File: config.mk
export PLATFORM = sky130hd
export DESIGN_NAME = draw_scene_pipe_flat
export DESIGN_NICKNAME = d
export VERILOG_FILES = /design/src/rtl/draw_pkg.sv /design/src/rtl/vga_if.sv /design/src/rtl/draw_scene_pipe_hit.sv /design/src/rtl/draw_scene_pipe.sv /design/src/flat_wrapper.sv
export SDC_FILE = /design/constraint.sdc
export NUM_CORES = 1
export LEC_CHECK = 0
export CORE_UTILIZATION = 43
export CTS_CLUSTER_DIAMETER = 200
export CTS_CLUSTER_SIZE = 25
export DETAILED_ROUTE_END_ITERATION = 6
export PLACE_DENSITY = 0.63
export REMOVE_ABC_BUFFERS = 1
export SLEW_MARGIN = 15
export SYNTH_ARGS = -nofsm -noshare
export SYNTH_HDL_FRONTEND = slang
export SYNTH_SLANG_ARGS = --single-unit
File: constraint.sdc
create_clock -name clk -period 17.2 [get_ports clk]
set_input_delay 2.58 -clock clk [delete_from_list [all_inputs] [get_ports clk]]
set_output_delay 2.58 -clock clk [all_outputs]
set_load 0.05 [all_outputs]
File: src/rtl/draw_pkg.sv
// Shared constants and colour helpers for the game-layer renderer.
package draw_pkg;

  localparam int unsigned DEF_SCREEN_W   = 1024;
  localparam int unsigned DEF_TUBE_WIDTH = 120;
  localparam int unsigned DEF_GAP_HEIGHT = 250;
  localparam int unsigned DEF_BIRD_W     = 40;
  localparam int unsigned DEF_BIRD_H     = 50;

  localparam logic [10:0] OFFSCREEN = 11'h7FF;

  // Per-player bird colour.
  function automatic logic [11:0] bird_rgb(input logic [1:0] idx);
    case (idx)
      2'd0:    return 12'h00F;
      2'd1:    return 12'hFF0;
      2'd2:    return 12'hF00;
      default: return 12'hF0F;
    endcase
  endfunction

  // Tube body colour banded by column offset from the tube's left edge.
  function automatic logic [11:0] tube_shade(input logic [10:0] rel_x,
                                             input int unsigned width);
    int unsigned r;
    r = 32'(rel_x);
    if (r < 5 || r >= width - 5) return 12'h000;
    else if (r < 20)             return 12'h0F0;
    else if (r < 40)             return 12'h0C0;
    else if (r < 80)             return 12'h090;
    else                         return 12'h0D0;
  endfunction

endpackage

File: src/rtl/vga_if.sv
// VGA timing plus pixel bundle passed between display stages.
interface vga_if;
  logic [10:0] hcount;
  logic [10:0] vcount;
  logic        hsync;
  logic        vsync;
  logic        hblnk;
  logic        vblnk;
  logic [11:0] rgb;

  modport in  (input  hcount, vcount, hsync, vsync, hblnk, vblnk, rgb);
  modport out (output hcount, vcount, hsync, vsync, hblnk, vblnk, rgb);
endinterface

File: src/rtl/draw_scene_pipe_hit.sv
// Rectangle hit test against the current raster position.
// INV_Y selects the tube form: inside the column but outside [y, y+H].
module draw_obj_hit #(
  parameter int unsigned W     = 40,
  parameter int unsigned H     = 50,
  parameter bit          INV_Y = 1'b0
) (
  input  logic [10:0] hcount,
  input  logic [10:0] vcount,
  input  logic [10:0] x,
  input  logic [10:0] y,
  output logic        hit
);

  logic [11:0] x_end;
  logic [11:0] y_end;
  logic        x_in;
  logic        y_in;

  assign x_end = {1'b0, x} + 12'(W);
  assign y_end = {1'b0, y} + 12'(H);

  // Compare in 12 bits so right/bottom edges never wrap.
  always_comb begin
    x_in = (hcount >= x) && ({1'b0, hcount} < x_end);
    if (INV_Y) begin
      y_in = (vcount >= y) && ({1'b0, vcount} <= y_end);
      hit  = x_in & ~y_in;
    end else begin
      y_in = (vcount >= y) && ({1'b0, vcount} < y_end);
      hit  = x_in & y_in;
    end
  end

endmodule

File: src/rtl/draw_scene_pipe.sv
// Two-stage overlay of tubes and birds onto the VGA stream, with
// per-frame position snapshots and a blinking pending bird.
module draw_scene_pipe
  import draw_pkg::*;
#(
  parameter int unsigned N_TUBES      = 3,
  parameter int unsigned N_BIRDS      = 2,
  parameter int unsigned SCREEN_W     = DEF_SCREEN_W,
  parameter int unsigned TUBE_WIDTH   = DEF_TUBE_WIDTH,
  parameter int unsigned GAP_HEIGHT   = DEF_GAP_HEIGHT,
  parameter int unsigned BIRD_W       = DEF_BIRD_W,
  parameter int unsigned BIRD_H       = DEF_BIRD_H,
  parameter int unsigned BLINK_FRAMES = 16,
  parameter int unsigned PB_W         = (N_BIRDS > 1) ? $clog2(N_BIRDS) : 1
) (
  input  logic                      clk,
  input  logic                      rst,
  vga_if.in                         vin,
  vga_if.out                        vout,
  input  logic [N_TUBES-1:0][10:0]  tube_x,
  input  logic [N_TUBES-1:0][10:0]  gap_y,
  input  logic [N_BIRDS-1:0][10:0]  bird_x,
  input  logic [N_BIRDS-1:0][10:0]  bird_y,
  input  logic                      pending,
  input  logic [PB_W-1:0]           pending_bird
);

  localparam int unsigned FCW = (BLINK_FRAMES > 1) ? $clog2(BLINK_FRAMES) : 1;

  logic                     vblnk_q;
  logic                     vblnk_rise;
  logic [N_TUBES-1:0][10:0] sh_tube_x;
  logic [N_TUBES-1:0][10:0] sh_gap_y;
  logic [N_BIRDS-1:0][10:0] sh_bird_x;
  logic [N_BIRDS-1:0][10:0] sh_bird_y;
  logic                     sh_pending;
  logic [PB_W-1:0]          sh_pending_bird;
  logic [FCW-1:0]           frame_cnt;
  logic                     blink_on;

  logic [N_TUBES-1:0]       tube_rect_hit;
  logic [N_TUBES-1:0]       tube_hit;
  logic [N_TUBES-1:0][10:0] tube_rel;
  logic [N_BIRDS-1:0]       bird_rect_hit;
  logic [N_BIRDS-1:0]       bird_vis;
  logic                     blank;

  logic [10:0]              s1_hcount;
  logic [10:0]              s1_vcount;
  logic                     s1_hsync;
  logic                     s1_vsync;
  logic                     s1_hblnk;
  logic                     s1_vblnk;
  logic [11:0]              s1_rgb;
  logic [N_TUBES-1:0]       s1_tube_hit;
  logic [N_TUBES-1:0][10:0] s1_tube_rel;
  logic [N_BIRDS-1:0]       s1_bird_hit;

  logic [11:0]              rgb_sel;
  logic                     found;

  assign vblnk_rise = vin.vblnk & ~vblnk_q;
  assign blank      = vin.hblnk | vin.vblnk;

  // Frame-edge snapshot of object positions and blink phase.
  always_ff @(posedge clk or posedge rst) begin
    if (rst) begin
      vblnk_q         <= 1'b0;
      sh_tube_x       <= {N_TUBES{OFFSCREEN}};
      sh_gap_y        <= '0;
      sh_bird_x       <= '0;
      sh_bird_y       <= {N_BIRDS{OFFSCREEN}};
      sh_pending      <= 1'b0;
      sh_pending_bird <= '0;
      frame_cnt       <= '0;
      blink_on        <= 1'b1;
    end else begin
      vblnk_q <= vin.vblnk;
      if (vblnk_rise) begin
        sh_tube_x       <= tube_x;
        sh_gap_y        <= gap_y;
        sh_bird_x       <= bird_x;
        sh_bird_y       <= bird_y;
        sh_pending      <= pending;
        sh_pending_bird <= pending_bird;
        if (frame_cnt == FCW'(BLINK_FRAMES - 1)) begin
          frame_cnt <= '0;
          blink_on  <= ~blink_on;
        end else begin
          frame_cnt <= frame_cnt + 1'b1;
        end
      end
    end
  end

  for (genvar g = 0; g < N_TUBES; g++) begin : g_tube
    draw_obj_hit #(
      .W     (TUBE_WIDTH),
      .H     (GAP_HEIGHT),
      .INV_Y (1'b1)
    ) u_hit (
      .hcount (vin.hcount),
      .vcount (vin.vcount),
      .x      (sh_tube_x[g]),
      .y      (sh_gap_y[g]),
      .hit    (tube_rect_hit[g])
    );
    assign tube_hit[g] = tube_rect_hit[g] & ({1'b0, sh_tube_x[g]} < 12'(SCREEN_W));
    assign tube_rel[g] = vin.hcount - sh_tube_x[g];
  end

  for (genvar g = 0; g < N_BIRDS; g++) begin : g_bird
    draw_obj_hit #(
      .W     (BIRD_W),
      .H     (BIRD_H),
      .INV_Y (1'b0)
    ) u_hit (
      .hcount (vin.hcount),
      .vcount (vin.vcount),
      .x      (sh_bird_x[g]),
      .y      (sh_bird_y[g]),
      .hit    (bird_rect_hit[g])
    );
    // Blink mask is folded in here so stage 2 only sees visible birds.
    assign bird_vis[g] = bird_rect_hit[g] &
                         ~(sh_pending & (sh_pending_bird == PB_W'(g)) & ~blink_on);
  end

  // Stage 1: register the stream alongside per-object hit results.
  always_ff @(posedge clk or posedge rst) begin
    if (rst) begin
      s1_hcount   <= '0;
      s1_vcount   <= '0;
      s1_hsync    <= 1'b0;
      s1_vsync    <= 1'b0;
      s1_hblnk    <= 1'b0;
      s1_vblnk    <= 1'b0;
      s1_rgb      <= '0;
      s1_tube_hit <= '0;
      s1_tube_rel <= '0;
      s1_bird_hit <= '0;
    end else begin
      s1_hcount   <= vin.hcount;
      s1_vcount   <= vin.vcount;
      s1_hsync    <= vin.hsync;
      s1_vsync    <= vin.vsync;
      s1_hblnk    <= vin.hblnk;
      s1_vblnk    <= vin.vblnk;
      s1_rgb      <= vin.rgb;
      s1_tube_hit <= blank ? '0 : tube_hit;
      s1_tube_rel <= tube_rel;
      s1_bird_hit <= blank ? '0 : bird_vis;
    end
  end

  // Stage 2 priority: lowest visible bird, then lowest tube, then background.
  always_comb begin
    rgb_sel = s1_rgb;
    found   = 1'b0;
    for (int unsigned i = 0; i < N_BIRDS; i++) begin
      if (s1_bird_hit[i] && !found) begin
        rgb_sel = bird_rgb(2'(i));
        found   = 1'b1;
      end
    end
    for (int unsigned i = 0; i < N_TUBES; i++) begin
      if (s1_tube_hit[i] && !found) begin
        rgb_sel = tube_shade(s1_tube_rel[i], TUBE_WIDTH);
        found   = 1'b1;
      end
    end
  end

  // Stage 2 register: drive the output stream.
  always_ff @(posedge clk or posedge rst) begin
    if (rst) begin
      vout.hcount <= '0;
      vout.vcount <= '0;
      vout.hsync  <= 1'b0;
      vout.vsync  <= 1'b0;
      vout.hblnk  <= 1'b0;
      vout.vblnk  <= 1'b0;
      vout.rgb    <= '0;
    end else begin
      vout.hcount <= s1_hcount;
      vout.vcount <= s1_vcount;
      vout.hsync  <= s1_hsync;
      vout.vsync  <= s1_vsync;
      vout.hblnk  <= s1_hblnk;
      vout.vblnk  <= s1_vblnk;
      vout.rgb    <= rgb_sel;
    end
  end

endmodule

File: src/flat_wrapper.sv
// flat-port wrapper written by rule: the top's interface ports become plain ports
module draw_scene_pipe_flat import draw_pkg::*;
#(
  parameter int unsigned N_TUBES      = 3,
  parameter int unsigned N_BIRDS      = 2,
  parameter int unsigned SCREEN_W     = DEF_SCREEN_W,
  parameter int unsigned TUBE_WIDTH   = DEF_TUBE_WIDTH,
  parameter int unsigned GAP_HEIGHT   = DEF_GAP_HEIGHT,
  parameter int unsigned BIRD_W       = DEF_BIRD_W,
  parameter int unsigned BIRD_H       = DEF_BIRD_H,
  parameter int unsigned BLINK_FRAMES = 16,
  parameter int unsigned PB_W         = (N_BIRDS > 1) ? $clog2(N_BIRDS) : 1
)
  (clk, rst, tube_x, gap_y, bird_x, bird_y, pending, pending_bird, vin_hcount, vin_vcount, vin_hsync, vin_vsync, vin_hblnk, vin_vblnk, vin_rgb, vout_hcount, vout_vcount, vout_hsync, vout_vsync, vout_hblnk, vout_vblnk, vout_rgb);
  vga_if vin_i ();
  vga_if vout_i ();
  input  logic clk;
  input  logic rst;
  input  logic [N_TUBES-1:0][10:0] tube_x;
  input  logic [N_TUBES-1:0][10:0] gap_y;
  input  logic [N_BIRDS-1:0][10:0] bird_x;
  input  logic [N_BIRDS-1:0][10:0] bird_y;
  input  logic pending;
  input  logic [PB_W-1:0] pending_bird;
  input wire logic [$bits(vin_i.hcount)-1:0] vin_hcount;
  input wire logic [$bits(vin_i.vcount)-1:0] vin_vcount;
  input wire logic [$bits(vin_i.hsync)-1:0] vin_hsync;
  input wire logic [$bits(vin_i.vsync)-1:0] vin_vsync;
  input wire logic [$bits(vin_i.hblnk)-1:0] vin_hblnk;
  input wire logic [$bits(vin_i.vblnk)-1:0] vin_vblnk;
  input wire logic [$bits(vin_i.rgb)-1:0] vin_rgb;
  output wire logic [$bits(vout_i.hcount)-1:0] vout_hcount;
  output wire logic [$bits(vout_i.vcount)-1:0] vout_vcount;
  output wire logic [$bits(vout_i.hsync)-1:0] vout_hsync;
  output wire logic [$bits(vout_i.vsync)-1:0] vout_vsync;
  output wire logic [$bits(vout_i.hblnk)-1:0] vout_hblnk;
  output wire logic [$bits(vout_i.vblnk)-1:0] vout_vblnk;
  output wire logic [$bits(vout_i.rgb)-1:0] vout_rgb;
  assign vin_i.hcount = vin_hcount;
  assign vin_i.vcount = vin_vcount;
  assign vin_i.hsync = vin_hsync;
  assign vin_i.vsync = vin_vsync;
  assign vin_i.hblnk = vin_hblnk;
  assign vin_i.vblnk = vin_vblnk;
  assign vin_i.rgb = vin_rgb;
  assign vout_hcount = vout_i.hcount;
  assign vout_vcount = vout_i.vcount;
  assign vout_hsync = vout_i.hsync;
  assign vout_vsync = vout_i.vsync;
  assign vout_hblnk = vout_i.hblnk;
  assign vout_vblnk = vout_i.vblnk;
  assign vout_rgb = vout_i.rgb;
  draw_scene_pipe #(.N_TUBES(N_TUBES), .N_BIRDS(N_BIRDS), .SCREEN_W(SCREEN_W), .TUBE_WIDTH(TUBE_WIDTH), .GAP_HEIGHT(GAP_HEIGHT), .BIRD_W(BIRD_W), .BIRD_H(BIRD_H), .BLINK_FRAMES(BLINK_FRAMES), .PB_W(PB_W)) u_core (.clk(clk), .rst(rst), .vin(vin_i), .vout(vout_i), .tube_x(tube_x), .gap_y(gap_y), .bird_x(bird_x), .bird_y(bird_y), .pending(pending), .pending_bird(pending_bird));
endmodule
# Yosys cells after proc, flatten, opt, wreduce, memory -nomap -nowiden
# Cells that the tools add are included.
dict set report word_totals {
  word_cells 156
  inputBits 152
  ff_bits 231
}
dict set report op_classes {
  bitwise_logic 24
  magnitude_cmp 38
  n_mux 24
  n_addsub 14
  n_eq_ne 1
  reduce_logical 22
}
# op count
set ops {}
lappend ops {{12-bit two-way mux} 14}
lappend ops {{11-bit greater-or-equal comparator} 10}
lappend ops {{11-bit by 12-bit < comparator with 1-bit output} 7}
lappend ops {{11-bit by 6-bit adder with 12-bit output (second input constant)} 4}
lappend ops {{11-bit by 7-bit adder with 12-bit output (second input constant)} 3}
lappend ops {{11-bit by 8-bit adder with 12-bit output (second input constant)} 3}
lappend ops {{11-bit by 12-bit <= comparator with 1-bit output} 3}
lappend ops {{11-bit by 7-bit greater-or-equal comparator with 1-bit output (second input constant)} 3}
lappend ops {{11-bit < comparator (second input constant)} 3}
lappend ops {{11-bit by 3-bit < comparator with 1-bit output (second input constant)} 3}
lappend ops {{11-bit by 5-bit < comparator with 1-bit output (second input constant)} 3}
lappend ops {{11-bit by 6-bit < comparator with 1-bit output (second input constant)} 3}
lappend ops {{11-bit by 7-bit < comparator with 1-bit output (second input constant)} 3}
lappend ops {{11-bit subtractor} 3}
lappend ops {{7-bit two-way mux} 3}
lappend ops {{1-bit AND} 15}
lappend ops {{1-bit logical AND} 14}
lappend ops {{1-bit NOT} 8}
lappend ops {{4-bit by 1-bit adder with 4-bit output (second input constant)} 1}
lappend ops {{4-bit == test (second input constant)} 1}
lappend ops {{1-bit logical NOT} 4}
lappend ops {{1-bit two-way mux} 4}
lappend ops {{4-bit two-way mux} 1}
lappend ops {{1-bit logical OR} 3}
lappend ops {{4 further kinds} 4}

# Depth between registers and ports, before layout
# Gate-level depths: netlist of the first run.
dict set report depth {
  word_depth 13
  ltp_mapped 12
  ltp_nobuf 12
}

# By module
# Synthesis of the first run repeated with hierarchy kept, for this count alone.
dict set report unflattened {
  hier_cells 1493
  area_unflattened_um2 15220.8
}
# mod cells_per_inst instances area_each_um2
set by_module_without_submodules {}
lappend by_module_without_submodules {draw_scene_pipe 714 1 9250.1}
lappend by_module_without_submodules {{draw_obj_hit at u_core.g_tube[0].u_hit ...} 157 3 1204.9}
lappend by_module_without_submodules {{draw_obj_hit at u_core.g_bird[0].u_hit} 152 1 1182.4}
lappend by_module_without_submodules {{draw_obj_hit at u_core.g_bird[1].u_hit} 156 1 1173.6}

# Worst setup path before layout of the first run
# Ideal clock, no wire load.
dict set report synth_path {
  kind {input-to-reg}
  startpoint {input port vin_hcount[0]}
  endpoint {register u_core.s1_tube_rel[32] in the netlist's numbering}
  path_stages 9
  t_arrival_ps 4079
  required_ps 17076
  setup_slack_ps 12997
  setup_ps 124
  n_path_buf 0
  cell_sequence {inv_1 -> ha_1 -> fa_1 -> nor2b_1 -> o21ai_1 -> a21oi_1 -> a211o_1 -> nor4_1 -> a211o_1}
}
# element line
set synth_rtl {}
lappend synth_rtl {{start, declared} flat_wrapper.sv:25} ;# input wire logic [$bits(vin_i.hcount)-1:0] vin_hcount;
lappend synth_rtl {{end signal, assigned} draw_scene_pipe.sv:151} ;# s1_tube_rel <= tube_rel;
lappend synth_rtl {{end, declared} draw_scene_pipe.sv:56} ;# logic [N_TUBES-1:0][10:0] s1_tube_rel;

# Final worst setup path of the first run
dict set report layout_path {
  startpoint {input port vin_hcount[8]}
  endpoint {register u_core.s1_bird_hit[1]}
}
dict set report layout_via {
  elab_chain_len 5
  word_cells_on_any_way 6
}
# element line
set layout_lines {}
lappend layout_lines {{11-bit by 12-bit < comparator with 1-bit output or 11-bit greater-or-equal comparator (tied branches)} draw_scene_pipe_hit.sv:25} ;# x_in = (hcount >= x) && ({1'b0, hcount} < x_end);
lappend layout_lines {{1-bit logical AND (*)} draw_scene_pipe_hit.sv:25}
lappend layout_lines {{1-bit AND (*)} draw_scene_pipe_hit.sv:31} ;# hit = x_in & y_in;
lappend layout_lines {{1-bit AND (*)} draw_scene_pipe.sv:125} ;# assign bird_vis[g] = bird_rect_hit[g] &
lappend layout_lines {{2-bit two-way mux (*)} draw_scene_pipe.sv:152} ;# s1_bird_hit <= blank ? '0 : bird_vis;
lappend layout_lines {{end signal, assigned} draw_scene_pipe.sv:152}
lappend layout_lines {{end, declared} draw_scene_pipe.sv:57} ;# logic [N_BIRDS-1:0] s1_bird_hit;
# Every way passes the cells marked *; elsewhere a longest branch is shown, timed or not.
# A chain may end at the register's enable or synchronous reset.

==> impl_metrics.tcl, run 1 <==
set metrics [dict create \
    status "finished clean" \
    slowest_stage "clkdlybuf4s50_1" \
    die_x_um 184 \
    crit_path_max_fanout 11 \
    yosysWarnings 0 \
    area_delta_synth_final_pct 19.5 \
    synth_top_cell_by_area "dfrtp_1" \
    maxSlewViolCount 0 \
    drtIter0Drc 553 \
    reg2reg_from "u_core.sh_gap_y[23]$_DFFE_PP0P_" \
    maxCapViolations 0 \
    synth_edf_count 0 \
    worst_pin_slew_ns 1.04 \
    hold_viol_final 0 \
    hold_depth 0 \
    setup_ws_ns 12.18 \
    syn-instance-count 1451 \
    synthMostInstantiatedCell "ha_1" \
    antenna_cells 0 \
    cp.depth 8 \
    core_um2 32500 \
    path_clk_slew_ns 0.10 \
    yosys-top-cells-count "ha_1, dfrtp_1, nand2_1" \
    die_area_um2 33800 \
    synth_cell_types 71 \
    insertion_delay_ns 0.48 \
    critPathKind "input pin to flop" \
    r2r_slack_ns 13.98 \
    io_buffers 189 \
    setup-tns-final_ns 0 \
    chipHeight_um 184 \
    critPathLaunchType "input pin" \
    max_slew_margin 0.307 \
    cts_tree "yes" \
    avgSynthCellArea_um2 9.79 \
    routed_via_density 5.27 \
    rsz0062_at_grt "no" \
    postCtsHoldBufs 0 \
    fillers 3028 \
    yosysSeqAreaShare 0.412 \
    finalWirelength_mm 34.4 \
    first_global_vias 11000 \
    placed_cells 2061 \
    cts_resized 0 \
    routabilityCongestion 0.881 \
    ant_nets 0 \
    path_buf_inv 1 \
    clock-sinks 231 \
    ys_seq_elements 231 \
    fin_skew_ns 0.0249 \
    ios 190 \
    synth_top_area_share 0.308 \
    p_leak_nw 7.47 \
    syn-cell-area_um2 14200 \
    dp_hpwl_mm 25.9 \
    cts_setup_buffers 0 \
    wire_per_inst_um 16.5 \
    synth.area.top_cells "dfrtp_1, ha_1, dfstp_2" \
    ys.flop_type "dfrtp_1" \
    powerDensity_nw_per_um2 91.8 \
    via_count 11000 \
    path_cells "clkdlybuf4s50_1 > ha_1 > or4_1 > a2111oi_0 > o21ai_1 > o2111ai_1 > a211o_1 > nor4_1" \
    cts-root-buf "clkbuf_16" \
    crit_family "buffers and inverters" \
    fmax_ghz 0.199 \
    rr_worst_depth 11 \
    worstHoldPathType "flop to flop" \
    min_from "u_core.s1_hcount[2]$_DFF_PP0_" \
    slowest_delay_ns 0.90 \
    drt_first_pass_iters 5 \
    drc 0 \
    grt_max_degree 152 \
    h-tree-depth 1 \
    cts_buffers 13 \
    finalSetupViolCount 0 \
    cp.arrival_ns 5.38 \
    cp_data_required_time_ns 17.56 \
    pre_cts_slack_ns 11.74 \
    antenna_found_initial 0 \
    min_period_over_period 0.292 \
    grt_pass1_wl_mm 56.0 \
    crit-reg2reg-capture "u_core.s1_tube_hit[2]$_DFF_PP0_" \
    grt_use_total 0.208 \
    overflow 0 \
    drive_gt1_frac 0.0652 \
    max-clock-path-buffers 3 \
    fin_crit_ns 5.02 \
    fin_nets 2000 \
    finalNonFillerCells 2082 \
    synth-async-reset-ratio 1.00 \
    peakVddDrop_mv 0.0493 \
    start_util 0.436 \
    worstSetupEndpointType "flop" \
    hold-path-endpoint "u_core.vout.hcount[2]$_DFF_PP0_" \
    fp-row-count 66 \
]
==> flip-flops by register name, indices dropped and copies added (netlist names), 11 cells and up <==
register / count
u_core.s1_hcount: 11
u_core.sh_bird_y: 22
u_core.s1_vcount: 11
u_core.vout.hcount: 11
u_core.vout.vcount: 11
u_core.sh_bird_x: 22
u_core.sh_tube_x: 33
u_core.s1_tube_rel: 33
u_core.vout.rgb: 12
u_core.s1_rgb: 12
u_core.sh_gap_y: 33
==> worst reg2reg max path, cell delays in order (launching register included) <==
cell and delay [ns]:
dfrtp_1 0.44, a2111oi_0 0.74, nand3_1 0.23, nand3_1 0.15, xnor2_1 0.14, ha_1 0.27, and3_1 0.19, nand3_1 0.11
nor3_1 0.08, a41oi_1 0.17, o21ai_0 0.21, a2111oi_2 0.39
==> per-layer routing <==
layer / GRT usage / routed length, um / up-vias
met4: 0.0640 / 983 / 0
met2: 0.338 / 15500 / 209
met5: 0 / 0 / -
li1: - / - / 5508
met1: 0.292 / 16800 / 5202
met3: 0.0214 / 1080 / 61
==> per-stage QoR <==
step / cell area [um2] / hold WS, ns / power (mW) / utilization
floorplan: 14100 / 0.331 / 1.07 / -
global placement: 16600 / 0.333 / 1.22 / 0.510
detailed placement: 16600 / 0.335 / 1.24 / 0.510
CTS: 17000 / 0.357 / 1.58 / 0.522
global route: 17000 / 0.365 / 1.68 / 0.522
finish: 17000 / 0.356 / 1.56 / 0.522
==> cell type report <==
type,instances,area (um2),share of cell area
multi-input combinational,1066,7780,0.458
sequential,231,5850,0.345
timing repair buffer,194,1930,0.114
tap,442,553,0.0326
inverter,128,488,0.0288
clock buffer,20,352,0.0207
clock inverter,1,20.0,0.00118
==> layout by cell type, fill, tap and decap left out, types with 16 or more instances in the layout <==
cell type and instances:
xnor2_1 77, nand3_1 35, o21ai_0 142, a21oi_1 69
inv_1 126, nand4_1 19, ha_1 211, nor3_1 21
dfstp_2 56, nor2b_1 18, nor2_1 72, nand2_1 149
dfrtp_1 175, a21o_1 32, clkdlybuf4s50_1 189, o21a_1 16
==> how the worst max path moves through the flow <==
| stage | slack (ns) | to | startpoint |
|---|---|---|---|
| detailed placement | 11.74 | u_core.s1_bird_hit[1]$_DFF_PP0_ | vin_hcount[8] |
| floorplan | 7.48 | u_core.sh_bird_y[0]$_DFFE_PP1P_ | vin_vblnk |
| finish | 12.18 | u_core.s1_bird_hit[1]$_DFF_PP0_ | vin_hcount[8] |
| CTS | 12.26 | u_core.s1_bird_hit[1]$_DFF_PP0_ | vin_hcount[8] |
| global route | 12.04 | u_core.s1_bird_hit[0]$_DFF_PP0_ | vin_vcount[3] |
| global placement | 11.80 | u_core.s1_bird_hit[0]$_DFF_PP0_ | vin_vcount[3] |
==> kinds of logic after synthesis <==
kind of cell    share of synthesized area
xor+xnor                           0.0555
flops                               0.412
fa+ha+maj                           0.190
buf+inv                            0.0408
mux                                0.0103
compound gates                      0.164
simple gates                        0.127
==> where the power goes <==
group | switching (mW) | internal (mW)
sequential | 0.0573 | 0.634
clock | 0.182 | 0.146
combinational | 0.296 | 0.242
No activity file was read; power rests on OpenSTA's default activity.
==> inputs of run 2 (changes only) <==
==> constraint.sdc (replaced) <==
create_clock -name clk -period 4.8 [get_ports clk]
set_input_delay 0.72 -clock clk [delete_from_list [all_inputs] [get_ports clk]]
set_output_delay 0.72 -clock clk [all_outputs]
set_load 0.05 [all_outputs]
==> impl_metrics.tcl, run 2 (synthesis results as in run 1) <==
set metrics [dict create \
    antenna_found_initial 0 \
    layout_commonest_cell "ha_1" \
    setup_ws_ns 1.65 \
    cp_data_required_time_ns 5.19 \
    rsz0062_at_grt "no" \
    top_usage_layer "met2" \
    clock-sinks 231 \
    ant_nets 0 \
    placed_cells 2063 \
    fp-row-count 66 \
    critPathLaunchType "flop" \
    worst_pin_slew_ns 0.830 \
    powerDensity_nw_per_um2 330 \
    hold_viol_final 0 \
    ios 190 \
    final_cell_mix "ha_1, clkdlybuf4s50_1, dfrtp_1, nand2_1, o21ai_0" \
    cts_setup_buffers 0 \
    cts_tree "yes" \
    start_util 0.436 \
    drc 0 \
    postCtsHoldBufs 0 \
    fin_crit_ns 3.15 \
    via_count 11000 \
    grt_use_total 0.211 \
    crit-reg2reg-capture "u_core.s1_tube_hit[2]$_DFF_PP0_" \
    critPathKind "flop to flop" \
    grt_max_degree 119 \
    core_um2 32500 \
    die_area_um2 33800 \
    drt_first_pass_iters 5 \
    io_buffers 189 \
    first_global_vias 11100 \
    wire_per_inst_um 16.8 \
    hold_slack_ns 0.351 \
    cts-root-buf "clkbuf_16" \
    hold-path-endpoint "u_core.vout.vcount[6]$_DFF_PP0_" \
    fin_nets 2002 \
    worstSetupEndpointType "flop" \
    reg2reg_from "u_core.sh_gap_y[23]$_DFFE_PP0P_" \
    h-tree-depth 1 \
    hold_depth 0 \
    gr-usage-met2 0.344 \
    grt_util_met1 0.298 \
    drive_gt1_frac 0.0664 \
    area_delta_synth_final_pct 19.9 \
    path_clk_slew_ns 0.10 \
    maxCapViolations 0 \
    finalNonFillerCells 2084 \
    max-clock-path-buffers 3 \
    max_slew_margin 0.445 \
    worstHoldPathType "flop to flop" \
    maxSlewViolCount 0 \
    pre_cts_slack_ns 1.35 \
    grt_use_met3 0.0226 \
    finalSetupViolCount 0 \
    p_leak_nw 7.49 \
    status "finished clean" \
    min_from "u_core.s1_vcount[6]$_DFF_PP0_" \
    cts_buffers 13 \
    antenna_cells 0 \
    cp.arrival_ns 3.53 \
    largest_registers "u_core.s1_tube_rel x33, u_core.sh_gap_y x33, u_core.sh_tube_x x33" \
    dp_hpwl_mm 26.3 \
    rr_worst_depth 11 \
    fmax_ghz 0.318 \
    r2r_slack_ns 1.65 \
    drtIter0Drc 520 \
    finalWirelength_mm 35.0 \
    overflow 0 \
    grt_pass1_wl_mm 56.7 \
    chipHeight_um 184 \
    cts_resized 0 \
    die_x_um 184 \
    crit_path_max_fanout 5 \
    routed_via_density 5.28 \
    min_period_over_period 0.656 \
    insertion_delay_ns 0.49 \
    fin_skew_ns 0.0363 \
    routabilityCongestion 0.872 \
    peakVddDrop_mv 0.184 \
]
-- run 2: cell types whose count changed in the layout (fill, tap and decap cells not counted) --
cell    delta
buf_4      -1
buf_12     +3
-- run 2: cell type report --
cell class | instances | area, um2
fillers | 3055 | 15500
repair buffers | 196 | 1980
inverters | 128 | 488
flip-flops and latches | 231 | 5850
clock buffers | 20 | 352
well taps | 442 | 553
clock inverters | 1 | 20.0
multi-input cells | 1066 | 7780
-- run 2: metrics by stage --
step                power [mW]  instance area [um2]  setup TNS [ns]   util
floorplan                 3.85                14100         -720.80      -
global placement          4.39                16600               0  0.512
detailed placement        4.45                16600               0  0.512
CTS                       5.67                17000               0  0.523
global route              6.02                17000               0  0.523
finish                    5.62                17000               0  0.523
-- run 2: worst max-delay path by stage --
stage	start	endpoint	slack, ns	depth (start not counted)
2_1_floorplan	vin_vblnk	u_core.sh_bird_y[0]$_DFFE_PP1P_	-3.06	2
3_3_place_gp	vin_hcount[4]	u_core.s1_tube_hit[1]$_DFF_PP0_	1.37	7
3_5_place_dp	vin_hcount[5]	u_core.s1_tube_hit[2]$_DFF_PP0_	1.35	7
4_1_cts	u_core.sh_gap_y[23]$_DFFE_PP0P_	u_core.s1_tube_hit[2]$_DFF_PP0_	1.63	11
5_1_grt	u_core.sh_gap_y[25]$_DFFE_PP0P_	u_core.s1_tube_hit[2]$_DFF_PP0_	1.49	11
6_report	u_core.sh_gap_y[23]$_DFFE_PP0P_	u_core.s1_tube_hit[2]$_DFF_PP0_	1.65	11
-- run 2: routing by layer --
layer,part of all wire,vias to the layer above
li1,-,5517
met1,0.49,5228
met2,0.45,220
met3,0.037,46
met4,0.022,0
met5,0,-
-- run 2: power by group --
part | switching [mW] | leakage (nW) | internal [mW] | total (mW)
Clock | 0.678 | 0.178 | 0.524 | 1.20
Sequential | 0.208 | 2.67 | 2.27 | 2.48
Combinational | 1.07 | 4.64 | 0.869 | 1.94
Total | 1.95 | 7.49 | 3.66 | 5.62
-- run 2: worst max-delay path, stage by stage (launching register included) --
cell and delay [ns]:
dfrtp_1 0.45, a2111oi_0 0.72, nand3_1 0.23, nand3_1 0.15, xnor2_1 0.14, ha_1 0.27, and3_1 0.18, nand3_1 0.11
nor3_1 0.08, a41oi_1 0.17, o21ai_0 0.19, a2111oi_2 0.37
==> inputs of run 3 (changes only) <==
==> constraint.sdc (replaced) <==
create_clock -name clk -period 3.2 [get_ports clk]
set_input_delay 0.48 -clock clk [delete_from_list [all_inputs] [get_ports clk]]
set_output_delay 0.48 -clock clk [all_outputs]
set_load 0.05 [all_outputs]
==> impl_metrics.tcl, run 3 (synthesis results as in run 1) <==
set metrics [dict create \
    routabilityCongestion 0.919 \
    antenna_found_initial 1 \
    crit_family "simple AND/OR/NAND/NOR gates" \
    chipHeight_um 184 \
    fillers 2971 \
    drt_first_pass_iters 5 \
    worst_pin_slew_ns 0.537 \
    status "finished clean" \
    fin_skew_ns 0.0194 \
    final_cell_mix "ha_1, clkdlybuf4s50_1, dfrtp_1, nand2_1, o21ai_0" \
    area_delta_synth_final_pct 21.4 \
    grt_pass1_wl_mm 57.9 \
    fp-row-count 66 \
    max-clock-path-buffers 3 \
    ios 190 \
    ant_nets 0 \
    io_buffers 189 \
    multi_input_area_um2 7780 \
    cp.arrival_ns 3.35 \
    fin_crit_ns 2.96 \
    critPathKind "flop to flop" \
    wire_per_inst_um 16.9 \
    worstHoldPathType "flop to flop" \
    crit_path_max_fanout 4 \
    finalWirelength_mm 35.7 \
    min_period_over_period 0.925 \
    postCtsHoldBufs 0 \
    p_leak_nw 7.62 \
    die_area_um2 33800 \
    die_x_um 184 \
    worstSetupEndpointType "flop" \
    insertion_delay_ns 0.48 \
    crit_top_cell "ha_1" \
    clock-sinks 231 \
    dp_hpwl_mm 27.4 \
    antenna_cells 0 \
    path_buf_inv 0 \
    h-tree-depth 1 \
    path_clk_slew_ns 0.11 \
    grt_max_degree 116 \
    maxCapViolations 0 \
    first_global_vias 11300 \
    maxSlewViolCount 0 \
    cts_tree "yes" \
    total_power_mw 8.45 \
    grt_use_total 0.217 \
    drive_gt1_frac 0.0804 \
    routed_via_density 5.33 \
    drtIter0Drc 657 \
    layout_commonest_cell "ha_1" \
    finalNonFillerCells 2108 \
    cp_data_required_time_ns 3.59 \
    max_slew_margin 0.633 \
    fmax_ghz 0.338 \
    seq_area_um2 5850 \
    start_util 0.436 \
    cts-root-buf "clkbuf_16" \
    powerDensity_nw_per_um2 490 \
    rsz0062_at_grt "no" \
    core_um2 32500 \
    fin_nets 2026 \
    placed_cells 2087 \
    via_count 11200 \
    overflow 0 \
    finalSetupViolCount 0 \
    peakVddDrop_mv 0.367 \
    critPathLaunchType "flop" \
    slowest_delay_ns 0.44 \
    slowest_stage "or4_4" \
    utilization 0.530 \
    path_cells "ha_1 > or4_4 > nor3_4 > nand2b_1 > xnor2_1 > ha_1 > and3_2 > nand3_1 > a211o_2 > a21oi_2 > nor3_2 > nor4_2" \
    cts_buffers 13 \
    drc 0 \
    hold_viol_final 0 \
    largest_registers "u_core.s1_tube_rel x33, u_core.sh_gap_y x33, u_core.sh_tube_x x33" \
]
[run 3: cell types whose count changed in the layout (fill, tap and decap cells not counted)]
cell    before  now
buf_4        4   26
nor3_1      21   20
nor3_2       1    2
buf_12       3    5
[run 3: worst register-to-register path, stage by stage, from the launching register on]
cell	delay [ns]
dfrtp_1	0.43
ha_1	0.25
or4_4	0.44
nor3_4	0.15
nand2b_1	0.14
xnor2_1	0.07
ha_1	0.29
and3_2	0.18
nand3_1	0.09
a211o_2	0.29
a21oi_2	0.16
nor3_2	0.08
nor4_2	0.28
[run 3: worst paths after layout]
kind | depth (start not counted) | to | slack, ns | from
min in group asynchronous | 2 | u_core.vout.hsync$_DFF_PP0_ | 0.46 | rst
max in group asynchronous | 3 | u_core.sh_bird_y[11]$_DFFE_PP1P_ | 1.97 | rst
worst max register to register | 12 | u_core.s1_tube_hit[1]$_DFF_PP0_ | 0.24 | u_core.sh_gap_y[12]$_DFFE_PP0P_
worst min-delay path | 0 | u_core.vout.hsync$_DFF_PP0_ | 0.35 | u_core.s1_hsync$_DFF_PP0_
worst max-delay path | 12 | u_core.s1_tube_hit[1]$_DFF_PP0_ | 0.24 | u_core.sh_gap_y[12]$_DFFE_PP0P_
worst min register to register | 0 | u_core.vout.hsync$_DFF_PP0_ | 0.35 | u_core.s1_hsync$_DFF_PP0_
[run 3: repair_timing]
| item | CTS | global route |
|---|---|---|
| setup buffers | 0 | 0 |
| hold endpoints to repair | 0 | 0 |
| endpoints found under the setup margin | 0 | 1 |
| gates resized for setup | 0 | 1 |
[run 3: metrics by stage]
step	setup TNS, ns	hold WS [ns]	worst slack [ns]	cell area [um2]
2_1_floorplan	-1195.74	0.331	-4.43	14100
3_3_place_gp	0	0.333	0.201	16900
3_5_place_dp	0	0.335	0.158	16900
4_1_cts	0	0.356	0.113	17200
5_1_grt	0	0.362	0.0457	17200
6_report	0	0.355	0.240	17200
[run 3: cell type report]
| class | count | share of cell area |
|---|---|---|
| clock inverters | 1 | 0.00116 |
| well taps | 442 | 0.0321 |
| flip-flops and latches | 231 | 0.340 |
| repair buffers | 220 | 0.127 |
| clock buffers | 20 | 0.0204 |
| inverters | 128 | 0.0283 |
| multi-input cells | 1066 | 0.452 |
[run 3: per-layer routing]
| layer | wire length [um] | track usage | vias to the layer above |
|---|---|---|---|
| met5 | 9 | 0 | - |
| met4 | 894 | 0.0640 | 2 |
| met3 | 1320 | 0.0224 | 52 |
| met2 | 16300 | 0.357 | 238 |
| met1 | 17100 | 0.301 | 5371 |
| li1 | - | - | 5577 |
[run 3: report_power, final]
group	switching, mW	internal, mW	total, mW
Sequential	0.315	3.41	3.72
Combinational	1.61	1.34	2.95
Clock	0.993	0.785	1.78
Total	2.92	5.53	8.45
